==> src/rtl/mdu_pkg.sv <==
// Shared types and opcode decode helpers for the iterative multiply/divide unit.
package mdu_pkg;

    localparam int XLEN_DEF = 32;

    // RV32M funct3 encodings
    typedef enum logic [2:0] {
        OP_MUL    = 3'b000,
        OP_MULH   = 3'b001,
        OP_MULHSU = 3'b010,
        OP_MULHU  = 3'b011,
        OP_DIV    = 3'b100,
        OP_DIVU   = 3'b101,
        OP_REM    = 3'b110,
        OP_REMU   = 3'b111
    } mdu_op_e;

    typedef enum logic [1:0] {
        IDLE = 2'd0,
        RUN  = 2'd1,
        DONE = 2'd2
    } mdu_state_e;

    // Divide family (DIV/DIVU/REM/REMU): funct3 bit 2 set
    function automatic logic op_is_div(input logic [2:0] op);
        case (op)
            OP_DIV, OP_DIVU, OP_REM, OP_REMU: return 1'b1;
            default:                          return 1'b0;
        endcase
    endfunction

    // Ops returning the remainder rather than the quotient
    function automatic logic op_is_rem(input logic [2:0] op);
        case (op)
            OP_REM, OP_REMU: return 1'b1;
            default:         return 1'b0;
        endcase
    endfunction

    // rs1 is interpreted as two's complement
    function automatic logic rs1_is_signed(input logic [2:0] op);
        case (op)
            OP_MULH, OP_MULHSU, OP_DIV, OP_REM: return 1'b1;
            default:                            return 1'b0;
        endcase
    endfunction

    // rs2 is interpreted as two's complement
    function automatic logic rs2_is_signed(input logic [2:0] op);
        case (op)
            OP_MULH, OP_DIV, OP_REM: return 1'b1;
            default:                 return 1'b0;
        endcase
    endfunction

endpackage

==> src/rtl/mdu_iter_step.sv <==
// One combinational iteration of the magnitude multiply (shift-add) or
// restoring divide (shift-subtract-restore) on a shared 2*XLEN+1 accumulator.
//   multiply: acc = {0, hi, lo};  lo holds the remaining multiplier bits
//   divide:   acc = {rem, quo};   quo shifts in one quotient bit per step
module mdu_iter_step
    import mdu_pkg::*;
#(
    parameter int XLEN = 32
) (
    input  logic              is_div,
    input  logic [2*XLEN:0]   acc_i,
    input  logic [XLEN-1:0]   b_i,
    output logic [2*XLEN:0]   acc_o
);

    logic [XLEN:0]   mul_sum;
    logic [XLEN+1:0] rem_sh;
    logic [XLEN+1:0] rem_diff;
    logic [XLEN+1:0] rem_sel;
    logic            ge;

    // Compute both step flavours and select by operation class
    always_comb begin
        if (acc_i[0]) begin
            mul_sum = acc_i[2*XLEN:XLEN] + {1'b0, b_i};
        end else begin
            mul_sum = acc_i[2*XLEN:XLEN];
        end

        rem_sh   = acc_i[2*XLEN:XLEN-1];
        ge       = (rem_sh >= {2'b00, b_i});
        rem_diff = rem_sh - {2'b00, b_i};
        rem_sel  = ge ? rem_diff : rem_sh;

        if (is_div) begin
            // Upper remainder bits are always zero after restore; fold them into the spare bit
            acc_o = {|rem_sel[XLEN+1:XLEN], rem_sel[XLEN-1:0], acc_i[XLEN-2:0], ge};
        end else begin
            acc_o = {1'b0, mul_sum, acc_i[XLEN-1:1]};
        end
    end

endmodule

==> src/rtl/mdu_seq_ctrl.sv <==
// Sequencer for the iterative RV32M unit: accepts one op from execute, stalls
// the pipeline for XLEN iterations, applies sign fix-up and strobes done.
// Divide-by-zero and signed overflow resolve immediately (IDLE -> DONE).
module mdu_seq_ctrl
    import mdu_pkg::*;
#(
    parameter int XLEN = 32
) (
    input  logic            clk,
    input  logic            rst,
    input  logic            start,
    input  logic [2:0]      op,
    input  logic [XLEN-1:0] rs1,
    input  logic [XLEN-1:0] rs2,
    input  logic            flush,
    output logic            busy,
    output logic            stall,
    output logic            done,
    output logic [XLEN-1:0] result
);

    localparam int CNT_W = $clog2(XLEN);
    localparam int ACC_W = 2 * XLEN + 1;
    localparam logic [CNT_W-1:0] CNT_LAST = CNT_W'(XLEN - 1);
    localparam logic [XLEN-1:0]  MIN_NEG  = {1'b1, {(XLEN-1){1'b0}}};

    function automatic logic [XLEN-1:0] cneg(input logic [XLEN-1:0] v, input logic n);
        return n ? (~v + 1'b1) : v;
    endfunction

    function automatic logic [2*XLEN-1:0] cneg2(input logic [2*XLEN-1:0] v, input logic n);
        return n ? (~v + 1'b1) : v;
    endfunction

    mdu_state_e      state_q, state_d;
    logic [CNT_W-1:0] cnt_q, cnt_d;
    logic [ACC_W-1:0] acc_q, acc_d;
    logic [XLEN-1:0]  b_q, b_d;
    mdu_op_e          op_q, op_d;
    logic             negp_q, negp_d;
    logic             negr_q, negr_d;
    logic [XLEN-1:0]  result_q, result_d;
    logic             done_q, done_d;

    logic             a_neg, b_neg;
    logic [XLEN-1:0]  a_mag, b_mag;
    logic             div0, ovf;
    logic [XLEN-1:0]  special_res;
    logic [ACC_W-1:0] acc_step;
    logic             div_q;
    logic [2*XLEN-1:0] prod_fix;
    logic [XLEN-1:0]  final_res;

    // Operand sign/magnitude split and special-case detection at latch time
    always_comb begin
        a_neg = rs1_is_signed(op) & rs1[XLEN-1];
        b_neg = rs2_is_signed(op) & rs2[XLEN-1];
        a_mag = cneg(rs1, a_neg);
        b_mag = cneg(rs2, b_neg);
        div0  = op_is_div(op) && (rs2 == '0);
        ovf   = ((op == OP_DIV) || (op == OP_REM)) && (rs1 == MIN_NEG) && (rs2 == '1);
        if (div0) begin
            special_res = op_is_rem(op) ? rs1 : '1;
        end else begin
            special_res = op_is_rem(op) ? '0 : MIN_NEG;
        end
    end

    assign div_q = op_is_div(op_q);

    mdu_iter_step #(
        .XLEN (XLEN)
    ) u_step (
        .is_div (div_q),
        .acc_i  (acc_q),
        .b_i    (b_q),
        .acc_o  (acc_step)
    );

    // Final sign correction and word selection from the last iteration's output
    always_comb begin
        prod_fix = cneg2(acc_step[2*XLEN-1:0], negp_q);
        case (op_q)
            OP_MUL:                       final_res = prod_fix[XLEN-1:0];
            OP_MULH, OP_MULHSU, OP_MULHU: final_res = prod_fix[2*XLEN-1:XLEN];
            OP_DIV, OP_DIVU:              final_res = cneg(acc_step[XLEN-1:0], negp_q);
            default:                      final_res = cneg(acc_step[2*XLEN-1:XLEN], negr_q);
        endcase
    end

    // Next-state, datapath load and stall decode
    always_comb begin
        state_d  = state_q;
        cnt_d    = cnt_q;
        acc_d    = acc_q;
        b_d      = b_q;
        op_d     = op_q;
        negp_d   = negp_q;
        negr_d   = negr_q;
        result_d = result_q;
        done_d   = 1'b0;
        stall    = 1'b0;
        case (state_q)
            IDLE: begin
                if (start && !flush) begin
                    stall  = 1'b1;
                    op_d   = mdu_op_e'(op);
                    b_d    = b_mag;
                    acc_d  = {{(XLEN+1){1'b0}}, a_mag};
                    negp_d = a_neg ^ b_neg;
                    negr_d = a_neg;
                    cnt_d  = '0;
                    if (div0 || ovf) begin
                        state_d  = DONE;
                        result_d = special_res;
                        done_d   = 1'b1;
                    end else begin
                        state_d  = RUN;
                    end
                end
            end
            RUN: begin
                stall = 1'b1;
                if (flush) begin
                    state_d = IDLE;
                end else begin
                    acc_d = acc_step;
                    cnt_d = cnt_q + CNT_W'(1);
                    if (cnt_q == CNT_LAST) begin
                        state_d  = DONE;
                        result_d = final_res;
                        done_d   = 1'b1;
                    end
                end
            end
            DONE: begin
                state_d = IDLE;
            end
            default: begin
                state_d = IDLE;
            end
        endcase
    end

    // Control state with synchronous reset
    always_ff @(posedge clk) begin
        if (rst) begin
            state_q  <= IDLE;
            cnt_q    <= '0;
            result_q <= '0;
            done_q   <= 1'b0;
        end else begin
            state_q  <= state_d;
            cnt_q    <= cnt_d;
            result_q <= result_d;
            done_q   <= done_d;
        end
    end

    // Datapath registers (operands, accumulator, sign flags) need no reset
    always_ff @(posedge clk) begin
        acc_q  <= acc_d;
        b_q    <= b_d;
        op_q   <= op_d;
        negp_q <= negp_d;
        negr_q <= negr_d;
    end

    assign busy   = (state_q != IDLE);
    assign done   = done_q;
    assign result = result_q;

endmodule
==> config.mk <==
export PLATFORM = sky130hd
export DESIGN_NAME = mdu_seq_ctrl
export DESIGN_NICKNAME = d
export VERILOG_FILES = /design/src/rtl/mdu_pkg.sv /design/src/rtl/mdu_iter_step.sv /design/src/rtl/mdu_seq_ctrl.sv
export SDC_FILE = /design/constraint.sdc
export NUM_CORES = 1
export LEC_CHECK = 0
export CORE_MARGIN = 10
export CORE_UTILIZATION = 50
export DETAILED_ROUTE_END_ITERATION = 8
export GPL_TIMING_DRIVEN = 0
export PLACE_DENSITY = 0.76
export SLEW_MARGIN = 0
export SYNTH_ARGS = -nofsm -noshare
export SYNTH_HDL_FRONTEND = slang
export SYNTH_SLANG_ARGS = --single-unit
==> constraint.sdc <==
create_clock -name clk -period 21.6 [get_ports clk]
set_input_delay 6.48 -clock clk [delete_from_list [all_inputs] [get_ports clk]]
set_output_delay 6.48 -clock clk [all_outputs]
set_load 0.05 [all_outputs]
==> Yosys cells after proc, flatten, opt, wreduce, memory -nomap -nowiden <==
Index checks and enable logic that the tools add are counted.
{ "totals": {"ff_bits": 142, "output_inout_bits": 35, "elab_cells": 114} }
{ "op_classes": {"add_sub_neg": 8, "n_lt_le_gt_ge": 1, "n_eq_ne": 22, "muxes": 42, "n_bitwise": 8, "reduce_logical": 24} }
{ "op_table": {"columns": ["operator", "count"], "rows": [
  ["two-way mux 32 bit", 11],
  ["two-way mux 65 bit", 3],
  ["one-hot mux 65 bit (2 select lines)", 1],
  ["adder 32 x 1 -> 32 bit, second input constant", 4],
  ["inverter 32 bit", 4],
  ["one-hot mux 32 bit (3 select lines)", 1],
  ["adder 64 x 1 -> 64 bit, second input constant", 1],
  ["equality test 32 bit, second input constant", 2],
  ["two-way mux 64 bit", 1],
  ["inverter 64 bit", 1],
  ["one-hot mux 32 bit (2 select lines)", 1],
  ["greater-or-equal comparator 34 x 32 -> 1 bit", 1],
  ["two-way mux 34 bit", 1],
  ["subtractor 34 x 32 -> 34 bit", 1],
  ["adder 33 x 32 -> 33 bit", 1],
  ["two-way mux 33 bit", 1],
  ["zero test 32 bit", 1],
  ["equality test 3 bit, second input constant", 8],
  ["two-way mux 1 bit", 12],
  ["OR reduction 4 bit", 3],
  ["two-way mux 5 bit", 2],
  ["one-hot mux 5 bit (2 select lines)", 1],
  ["equality test 3 x 2 -> 1 bit, second input constant", 3],
  ["two-way mux 2 bit", 4],
  ["21 further kinds", 36]
]} }

==> Logic depth before layout (Yosys ltp) <==
{ "logic_depth": {"word_depth": 11, "depth_mapped": 24, "ltp_nobuf": 23} }

==> Cells and area by module <==
A second synthesis with hierarchy kept.
{ "hier_totals": {"cells_unflattened": 1840, "area_unflattened_um2": 14804.2} }
{ "by_module_without_submodules": {"columns": ["mod", "n_inst", "cells_each", "area_each_um2"], "rows": [
  ["mdu_seq_ctrl", 1, 1099, 9744.3],
  ["mdu_iter_step", 1, 741, 5059.9]
]} }

==> Least setup slack after synthesis <==
Ideal clock, no wire load.
{ "synth_path": {"kind": "input -> register", "from": "input port flush", "to": "register result_q[24], in the netlist result[24]", "setup_time_ns": 0.134, "t_arrival_ns": 13.747, "path_slack_ns": 7.719, "stages": 7, "path_buffers": 0, "path_cell_list": "nor4b_1 -> a21oi_1 -> inv_1 -> o21ai_0 -> a311o_1 -> a31oi_1 -> a311oi_1"} }
{ "synth_between": {"elab_chain_len": 4} }
{ "synth_rtl": {"columns": ["element", "line", "rtl"], "rows": [
  ["start: declaration", "mdu_seq_ctrl.sv:15", "input logic flush,"],
  ["zero test 1 bit", "mdu_seq_ctrl.sv:105", "if (start && !flush) begin"],
  ["logical AND 1 bit", "mdu_seq_ctrl.sv:105", null],
  ["inequality test 2 bit (no source line)", null, null],
  ["AND reduction 5 bit (no source line) (*)", null, null],
  ["end signal: assignment", "mdu_seq_ctrl.sv:155", "result_q <= result_d;"],
  ["end: declaration", "mdu_seq_ctrl.sv:42", "logic [XLEN-1:0] result_q, result_d;"]
]} }
Every way passes the cells marked *; elsewhere a longest branch is shown, timed or not.
A chain may end at the register's enable or synchronous reset.

==> Final worst setup path <==
{ "layout_path": {"from": "input port flush", "to": "output port stall"} }
{ "layout_between": {"elab_chain_len": 4} }
{ "layout_rtl": {"columns": ["element", "line", "rtl"], "rows": [
  ["zero test 1 bit", "mdu_seq_ctrl.sv:105", null],
  ["logical AND 1 bit", "mdu_seq_ctrl.sv:105", null],
  ["two-way mux 1 bit", "mdu_seq_ctrl.sv:105", null],
  ["one-hot mux 1 bit (2 select lines)", "mdu_seq_ctrl.sv:103", "case (state_q)"],
  ["end: declaration", "mdu_seq_ctrl.sv:17", "output logic stall,"]
]} }
Every way passes these cells.

==> metrics.csv <==
stage,metric,value,unit
status,status,"finished, violations left",
status,violations,"max-capacitance violations, max-slew violations",
sta,fin_crit_sh,67.6,%
cts,cts_hold_buf,0,
place,dp_cells,2486,
drt,wl_per_cell,28.9,um
place,hpwl,58200,um
global_routing,grt_max_degree,70,
drt,first_pass_iters,7,
critical_path,r2r_slack,13.80,ns
final_layout,fillCellCount,2861,
min_path,worst_hold_path_type,reg -> reg,
synth,synth_cells,1979,
cts,insertion_delay,0.46,ns
final_layout,layout_commonest_cell,nand2_1,
synth,synth_top_area_share,19.6,%
critical_path,r2r-end,result[20]$_SDFFE_PP0P_,
synth,synth_top_family_by_area,compound AO/OA/AOI/OAI gates,
sta,fin_hold_ws,0.464,ns
sta,maxSlewViolCount,8,
power,powerDensity,59.4,nW/um^2
synth,postSynth.asyncResetShare,0,%
place,place_congestion,1.08,
sta,maxSlewHeadroom,-1.05,%
final_layout,final_cells,2518,
synth,synthXorXnorAreaFrac,8.76,%
cts,cts.reportedPaths.clkPinSlew,0.06,ns
synth,synth_cell_types,113,
floorplanning,io_pins,106,
critical_path,cpMaxStageDelayCell,clkdlybuf4s50_1,
floorplanning,die_h,197,um
synth,ys_ff_latch,142,
critical_path,crit_buf_inv,3,
final_layout,mostFrequentLayoutCells,"nand2_1, o21ai_0, nor2_1",
critical_path,arrival,8.12,ns
drt,routed.top_layer,met5,
final_layout,layout-drive-gt1-share,7.07,%
cts,clock-sinks,142,
job,timing.max_cap.violations,1,
synth,synthTopCellsByArea,"edfxtp_1, ha_1, o21ai_0",
sta,clock_skew,0.0183,ns
synth,synth_area,15600,sq um
cts,clock_path_buffers,2,
cts,numCtsBuffers,17,
synth,synth_compound_area_share,30.4,%
critical_path,crit_chain,clkdlybuf4s50_1 > inv_1 > a21oi_1 > nor2_1 > clkdlybuf4s50_1,
drt,met2_length,29300,um
sta,rsz0062_at_grt,no,
final_layout,layout.nets,2253,
place,io_buffers,104,
cts,cts_tree,built,
critical_path,critPathMaxStageDelay,0.83,ns
drt,dr_total_vias,17903,
synth,synthAdderAreaFrac,5.95,%
synth,synth.net_count,2123,
sta,period_minus_slack,14.60,ns
synth,yosysWarnings,0,
critical_path,path_delay_family,buffers and inverters,
synth,synth_top_cell_by_area,edfxtp_1,
sta,fin_tns_setup,0,ns
critical_path,crit_path_max_fanout,4,
power,leakagePower,6.47,nW
synth,ys_seq_area_share,24.8,%
cts,htree_levels,4,
drt,drc,0,
critical_path,endpoint,stall,
critical_path,critPathLaunch,flush,
synth,ys.flop_type,edfxtp_1,
drt,m1WireLength,29700,um
synth,synth-edff-count,102,
sta,fmax,68.5,MHz
global_routing,grt-ovfl-total,0,
drt,ant_nets,0,
floorplanning,core,30700,sq um
drt,drt-initial-drc-count,2957,
sta,setup_viol,0,
global_routing,antenna_found_initial,1,
critical_path,cp_num_cells,5,
cts,post_cts_buffers,0,
sta,worst_pin_slew,1.50,ns
final_layout,multi_input_area,11000,sq um
critical_path,start_kind,input port,
critical_path,required,15.12,ns
final_layout,seq_area,3860,sq um
synth,muxShareOfSynthArea,3.09,%
critical_path,cp_common_cell,clkdlybuf4s50_1,
drt,wl,72700,um
critical_path,critical_path_class,in -> out,
drt,wl_met3,10900,um
global_routing,grt_pass1_vias,16279,
floorplanning,rows,64,
critical_path,ff2ff_path_depth,20,
global_routing,grt_pass1_wl,106000,um
critical_path,end_kind,output pin,
cts,root_buffer,clkbuf_16,
cts,post_cts_resized,0,
final_layout,n_antenna_cell,0,
sta,hold_violations,0,
floorplanning,initial_core_util,50.8,%
floorplanning,die_x,197,um
synth,post_synth.cell_area_avg,7.88,sq um
drt,vias_per_cell,7.11,
critical_path,worstReg2RegStart,op_q[2]$_DFFE_PP_,
global_routing,track_usage,36.1,%
floorplanning,die_area,38700,sq um
final_layout,synthToLayoutAreaGrowth,14.0,%
power,p_total,0.00106,W
power,vdd_ir_drop_max,0.0646,mV
synth,yosys.area_share.simple,21.9,%
-- through the flow --
stage	setup WS, ns	utilization (%)	cell area, sq um
5_1_grt	6.90	58.0	17800
2_1_floorplan	7.72	-	15600
6_report	7.00	58.0	17800
3_5_place_dp	6.98	56.1	17200
4_1_cts	6.98	58.0	17800
3_3_place_gp	3.37	55.9	17100
-- cells in the mapped netlist, drive strengths merged (11+ instances only) --
cell type and instances:
nor4 36, o41ai 11, nand3 43, o21ai 177, inv 70, clkbuf 77
xor2 74, nand2 195, o22ai 11, a21oi 145, nor3 61, edfxtp 102
nor2 159, and3 18, xnor2 82, o31ai 31, a221oi 11, o211ai 38
o21a 12, nor2b 17, buf 44, or3 31, mux2i 38, a31oi 38
dfxtp 40, and2 15, a21o 40, ha 71, nand4 37, o221ai 12
a211oi 32, nand2b 22
-- cells by family after synthesis --
logic type / count (synthesis)
AND/OR/NAND/NOR: 683
XOR/XNOR: 156
flip-flops: 142
AO/OA/AOI/OAI: 684
buffers and inverters: 194
adder cells (fa/ha/maj): 73
multiplexers: 47
-- how the worst min path moves through the flow --
| stage | startpoint | endpoint | slack [ns] | depth (start not counted) |
|---|---|---|---|---|
| after floorplan | cnt_q[4]$_SDFFE_PP0P_ | cnt_q[4]$_SDFFE_PP0P_ | 0.44 | 2 |
| after CTS | result[5]$_SDFFE_PP0P_ | result[5]$_SDFFE_PP0P_ | 0.46 | 2 |
| after global placement | result[5]$_SDFFE_PP0P_ | result[5]$_SDFFE_PP0P_ | 0.44 | 2 |
| final | cnt_q[4]$_SDFFE_PP0P_ | cnt_q[4]$_SDFFE_PP0P_ | 0.46 | 2 |
| after global routing | result[2]$_SDFFE_PP0P_ | result[2]$_SDFFE_PP0P_ | 0.50 | 2 |
| after detailed placement | result[5]$_SDFFE_PP0P_ | result[5]$_SDFFE_PP0P_ | 0.44 | 2 |
-- power breakdown --
part / switching, W / internal [W]
Clock: 0.000145 / 0.000162
Combinational: 0.000279 / 0.000137
Sequential: 0.0000204 / 0.000313
-- flip-flops by register name (all words and copies together), names as in the netlist --
name     flops
cnt_q        5
b_q         32
op_q         3
done         1
acc_q       65
negp_q       1
negr_q       1
state_q      2
result      32
-- worst reg2reg max path, stage by stage (launching register included) --
cell	delay, ns
edfxtp_1	0.33
buf_2	0.20
buf_2	0.42
buf_2	0.44
buf_2	0.38
buf_1	0.73
clkbuf_1	0.65
buf_1	0.59
mux2i_1	0.42
ha_1	0.28
o211ai_1	0.14
or4_1	0.56
nor2_1	0.47
nand2_1	0.13
nor4_2	0.39
nand3_1	0.34
o41ai_1	0.54
xor2_1	0.12
o221ai_1	0.18
o211ai_1	0.22
a31oi_1	0.24
-- layer usage --
layer	vias up	track usage (%)
li1	7779	-
met3	205	12.0
met4	2	12.1
met2	1383	50.8
met5	-	0
met1	8534	50.4
-- layout make-up --
class	instances	area share, %
plain buffers	121	2.95
clock buffers	17	2.39
clock inverters	15	0.837
inverters	73	1.56
multi-input cells	1643	61.6
flip-flops and latches	142	21.7
well taps	396	2.79
repair buffers	111	6.17
Power figures use the tool's default switching activity.
